<file path="config.mk">
export PLATFORM = sky130hd
export DESIGN_NAME = register_file_flat
export DESIGN_NICKNAME = d
export VERILOG_FILES = /design/src/rtl/register_file_if.sv /design/src/rtl/register_file.sv /design/src/flat_wrapper.sv
export SDC_FILE = /design/constraint.sdc
export NUM_CORES = 2
export LEC_CHECK = 0
export CAP_MARGIN = 10
export CORE_MARGIN = 8
export CORE_UTILIZATION = 52
export CTS_BUF_LIST = sky130_fd_sc_hd__clkbuf_16
export CTS_CLUSTER_SIZE = 14
export DETAILED_ROUTE_END_ITERATION = 8
export HOLD_SLACK_MARGIN = 0.03
export PLACE_DENSITY = 0.69
export SLEW_MARGIN = 0
export SYNTH_ARGS = -nofsm -noshare
export SYNTH_HDL_FRONTEND = slang
export SYNTH_SLANG_ARGS = --single-unit
</file>
<file path="constraint.sdc">
create_clock -name clk -period 5.2 [get_ports clk]
set_input_delay 0.52 -clock clk [delete_from_list [all_inputs] [get_ports clk]]
set_output_delay 0.52 -clock clk [all_outputs]
set_load 0.03 [all_outputs]
</file>
<file path="src/rtl/register_file_if.sv">
// Register-file access bundle: decode/writeback side drives indices and write data,
// the register file returns the two read operands.
interface register_file_if #(
  parameter int DATA_WIDTH = 32,
  parameter int ADDR_WIDTH = 5
);
  logic [ADDR_WIDTH-1:0] in_read1_address;
  logic [ADDR_WIDTH-1:0] in_read2_address;
  logic [ADDR_WIDTH-1:0] in_write_address;
  logic [DATA_WIDTH-1:0] in_write_data;
  logic                  in_write_enable;
  logic [DATA_WIDTH-1:0] out_read1_data;
  logic [DATA_WIDTH-1:0] out_read2_data;

  modport master (
    output in_read1_address, in_read2_address, in_write_address,
    output in_write_data, in_write_enable,
    input  out_read1_data, out_read2_data
  );

  modport slave (
    input  in_read1_address, in_read2_address, in_write_address,
    input  in_write_data, in_write_enable,
    output out_read1_data, out_read2_data
  );
endinterface

</file>
<file path="src/rtl/register_file.sv">
// RISC-V integer register file: 2 combinational read ports, 1 synchronous write port, x0 == 0.
// Optional write-to-read forwarding is enabled by defining REGFILE_BYPASS_EN.
module register_file #(
  parameter int DATA_WIDTH = 32,
  parameter int ADDR_WIDTH = 5
) (
  input  logic           clk,
  input  logic           reset,
  register_file_if.slave bus
);
  localparam int NREG = 1 << ADDR_WIDTH;

  logic [NREG-1:0][DATA_WIDTH-1:0] regs_q, regs_d;
  logic [DATA_WIDTH-1:0]           rd1, rd2;

  // An X enable fails the if-test, so no register is touched on an unknown enable.
  always_comb begin
    regs_d    = regs_q;
    regs_d[0] = '0;
    if (bus.in_write_enable && (bus.in_write_address != '0))
      regs_d[bus.in_write_address] = bus.in_write_data;
  end

  always_ff @(posedge clk or negedge reset) begin
    if (!reset) regs_q <= '0;
    else        regs_q <= regs_d;
  end

`ifdef REGFILE_BYPASS_EN
  logic byp_vld;
  assign byp_vld = bus.in_write_enable && (bus.in_write_address != '0);
`endif

  always_comb begin
    rd1 = regs_q[bus.in_read1_address];
    rd2 = regs_q[bus.in_read2_address];
`ifdef REGFILE_BYPASS_EN
    if (byp_vld && (bus.in_write_address == bus.in_read1_address)) rd1 = bus.in_write_data;
    if (byp_vld && (bus.in_write_address == bus.in_read2_address)) rd2 = bus.in_write_data;
`endif
    // x0 and reset override everything, including the forwarded value.
    if (!reset || (bus.in_read1_address == '0)) rd1 = '0;
    if (!reset || (bus.in_read2_address == '0)) rd2 = '0;
  end

  assign bus.out_read1_data = rd1;
  assign bus.out_read2_data = rd2;
endmodule

</file>
<file path="src/flat_wrapper.sv">
// flat-port wrapper written by rule: the top's interface ports become plain ports
module register_file_flat 
#(
  parameter int DATA_WIDTH = 32,
  parameter int ADDR_WIDTH = 5
)
  (clk, reset, bus_in_read1_address, bus_in_read2_address, bus_in_write_address, bus_in_write_data, bus_in_write_enable, bus_out_read1_data, bus_out_read2_data);
  register_file_if #(.DATA_WIDTH(DATA_WIDTH), .ADDR_WIDTH(ADDR_WIDTH)) bus_i ();
  input  logic clk;
  input  logic reset;
  input wire logic [$bits(bus_i.in_read1_address)-1:0] bus_in_read1_address;
  input wire logic [$bits(bus_i.in_read2_address)-1:0] bus_in_read2_address;
  input wire logic [$bits(bus_i.in_write_address)-1:0] bus_in_write_address;
  input wire logic [$bits(bus_i.in_write_data)-1:0] bus_in_write_data;
  input wire logic [$bits(bus_i.in_write_enable)-1:0] bus_in_write_enable;
  output wire logic [$bits(bus_i.out_read1_data)-1:0] bus_out_read1_data;
  output wire logic [$bits(bus_i.out_read2_data)-1:0] bus_out_read2_data;
  assign bus_i.in_read1_address = bus_in_read1_address;
  assign bus_i.in_read2_address = bus_in_read2_address;
  assign bus_i.in_write_address = bus_in_write_address;
  assign bus_i.in_write_data = bus_in_write_data;
  assign bus_i.in_write_enable = bus_in_write_enable;
  assign bus_out_read1_data = bus_i.out_read1_data;
  assign bus_out_read2_data = bus_i.out_read2_data;
  register_file #(.DATA_WIDTH(DATA_WIDTH), .ADDR_WIDTH(ADDR_WIDTH)) u_core (.clk(clk), .reset(reset), .bus(bus_i));
endmodule
</file>
==> results.md <==
- Seq pwr share: 0.464
- Fraction of layout cells with a size suffix above 1: 0.3892
- Clk pwr share: 0.340
- Normalized max-slew margin: 0.1967
- Std cell rows: 118
- Largest regs: u_core.regs_q x1024
- Area growth from synthesis to final layout: 11.35%
- R2R depth: 1
- Initial antenna violation count: 8
- Final Hold Fails: 0
- Iteration-0 DRC Markers: 3,651
- H-tree Lvls: 3
- Clk_lat worst skew: 680 ps
- Flops & latches, synth: 1,024
- Via count: 36,760
- Reg2Reg Setup Slack: 4390 ps
- Final instance area: 60,550 µm²
- Number of post-CTS setup repair buffers: 0
- Gr usage total: 0.2965
- Commonest cells post-synth: dfrtp_1, mux2_2, mux2i_1, mux4_2, a22oi_1
- Pin count of the biggest net entering global routing: 166
- DR pass1 iterations: 5
- RSZ-0062 raised after global routing: no
- Leak pwr: 27.02 nW
- Global-route wire length before repair: 258.2 mm
- HPWL after DPL: 103.4 mm
- Post-synthesis xor/xnor area fraction: 0
- Register area share after synthesis: 0.4712
- Core area: 103,600 µm²
- Grt ovf: 0
- Int Pwr: 16.53 mW
- FF-to-FF Start: u_core.regs_q[577]
- WHS: 346.0 ps
- Max FFs per register: 1,024
- CTS Buffer Depth: 3
- Compound-Gate Fraction of Synth Area: 0.05129
- Worst slew pin tran: 1202 ps
- DR vias/cell: 6.793
- Die ar.: 115,200 µm²
- Drc violations: 0
- Nets: 3,992
- IO buf count: 113
- Clk root buf: clkbuf_16
- Cells after synthesis: 3,955
- Arr. time, crit path: 3970 ps
- Synth top area cells: dfrtp_1, mux2_2, mux4_2
- Cell variety after synth: 34
- Final period util: 0.8630
- Fmax: 222.8 MHz
- Final Setup Violations: 0
- Comb pwr share: 0.196
- Post-Route Setup TNS: 0 ps
- Clk pin slew, worst setup/hold paths: 50 ps
- Fill cells: 8,316
- Synth Area in Adders: 0
- Post-synth ARST share: 1.000
- Critical Path Source Type: input port
- Hold Crit Class: in -> async
- Pwr Density: 379.6 nW/µm²
- Main combinational cell family by area after synthesis: multiplexers
- Count leader, synth: dfrtp_1
- Synth top area share: 0.4712
- Syn avg cell area: 13.75 µm²
- Min Tclk post-route: 4487 ps
- Chip height: 339.4 µm
- Post-Synth Simple-Gate Area: 0.03543
- Chip width: 339.4 µm
- GPL Wtd Cong: 0.8317
- CTS tree: built
- VDD IR max: 272.3 µV
- Top reg by flops: u_core.regs_q
- Predominant post-synthesis flop cell: dfrtp_1
- Crit Path Max Fanout: 57
- Sw Pwr: 6.454 mW
- Post-DP Area: 56,930 µm²
- Clock sinks: 1,024
- Setup crit end kind: output pin
- Crit path kind: in -> out
- Vias in the first global route: 37,680
- # IOs: 114
- Final ANT Viol Nets: 0
- Mapped Area: 54,380 µm²
- Mux cell area share after synthesis: 0.4056
- CP required: 4680 ps
- Final Skew: 0 ps
- Initial core utilization: 0.5247
- Max-slew violation count: 0
- Status: finished clean
- Wire per inst: 32.20 µm
- Fin util: 0.5842
- Routed wire length: 174.3 mm
- # Max-Cap Violations: 0
- Post-synth EDFFs: 0
- Yosys top cell by area: dfrtp_1
- Yosys warnings: 0
- Switching share of total power: 0.2808
- RR Endpoint: u_core.regs_q[577]
- CTS Buf Count: 111
==> power groups by stage <==
stage	sequential [mW]	clock, mW	combinational (mW)
after floorplan	10.4	0	3.41
after global routing	10.8	8.21	4.82
after global placement	10.7	0	4.37
after CTS	10.6	7.92	4.49
after detailed placement	10.7	0	4.47
final	10.7	7.82	4.50
==> area by class of cell <==
| class | count | area [µm²] | share of cell area |
|---|---|---|---|
| Timing Repair Buffer | 252 | 2462 | 0.04067 |
| Sequential cell | 1024 | 25620 | 0.4232 |
| Tap cell | 1380 | 1727 | 0.02852 |
| Clock inverter | 85 | 666.9 | 0.01101 |
| Antenna cell | 3 | 7.507 | 0.0001240 |
| Multi-Input combinational cell | 2553 | 27190 | 0.4490 |
| Clock buffer | 115 | 2878 | 0.04753 |
==> cells in the final DEF, fill, tap and decap left out, types with 3 or more instances in the layout <==
master / n
a21oi_1: 45
a22o_1: 50
a22oi_1: 239
a31oi_1: 50
and2_2: 3
and3_1: 14
buf_12: 18
buf_4: 120
buf_8: 5
bufinv_16: 11
clkbuf_16: 115
clkdlybuf4s50_1: 106
clkinv_1: 25
clkinv_2: 21
conb_1: 32
dfrtp_1: 1024
diode_2: 3
inv_1: 21
inv_6: 4
mux2_1: 38
mux2_2: 954
mux2i_1: 516
mux4_2: 254
nand2_1: 80
nand2_2: 15
nand3_1: 138
nand3b_1: 3
nand4_1: 65
nor2_1: 4
nor2_4: 23
nor2b_4: 6
nor3b_1: 4
nor4bb_4: 3
==> through the flow <==
step	std cells	setup WS [ps]	total power, mW
6_report	5412	712.7	22.98
5_1_grt	5410	615.4	23.88
4_1_cts	5407	803.5	23.02
3_5_place_dp	5206	1099	15.21
3_3_place_gp	5206	1108	15.04
2_1_floorplan	3986	2543	13.77
==> worst max-delay path: stages <==
cell and delay (ps):
dlygate4sd3_1 560, buf_8 350, nor3b_4 270, and2_2 780
nand2_1 120, nand4_1 510, clkdlybuf4s50_1 790
==> metal layers <==
layer,track usage,up-vias,routed length (µm)
met5,0,-,46
li1,-,15060,-
met1,0.4067,19620,72650
met4,0.1335,8,8358
met2,0.4498,1616,78640
met3,0.06966,459,14600
==> cells by family (layout without fill, tap and decap cells) <==
family	after synthesis	after routing
multiplexers	1762	1762
AO/OA/AOI/OAI	386	386
buffers and inverters	409	452
other	1	35
AND/OR/NAND/NOR	373	373
flip-flops	1024	1024
==> worst max path at each step <==
stage / from / endpoint / slack, ps / cells after the start
2_1_floorplan: bus_in_read2_address[1] / bus_out_read2_data[12] / 2540 / 7
3_3_place_gp: bus_in_read1_address[1] / bus_out_read1_data[24] / 1110 / 7
3_5_place_dp: bus_in_read1_address[1] / bus_out_read1_data[25] / 1100 / 7
4_1_cts: reset / bus_out_read2_data[0] / 800 / 8
5_1_grt: reset / bus_out_read2_data[16] / 620 / 7
6_report: reset / bus_out_read2_data[16] / 710 / 7
==> what timing repair did <==
item / CTS / global route
endpoints found under the hold margin: 42 / 0
gates resized for setup: 0 / 0
hold buffers: 1 / 0
No activity file was read; power rests on OpenSTA's default activity.
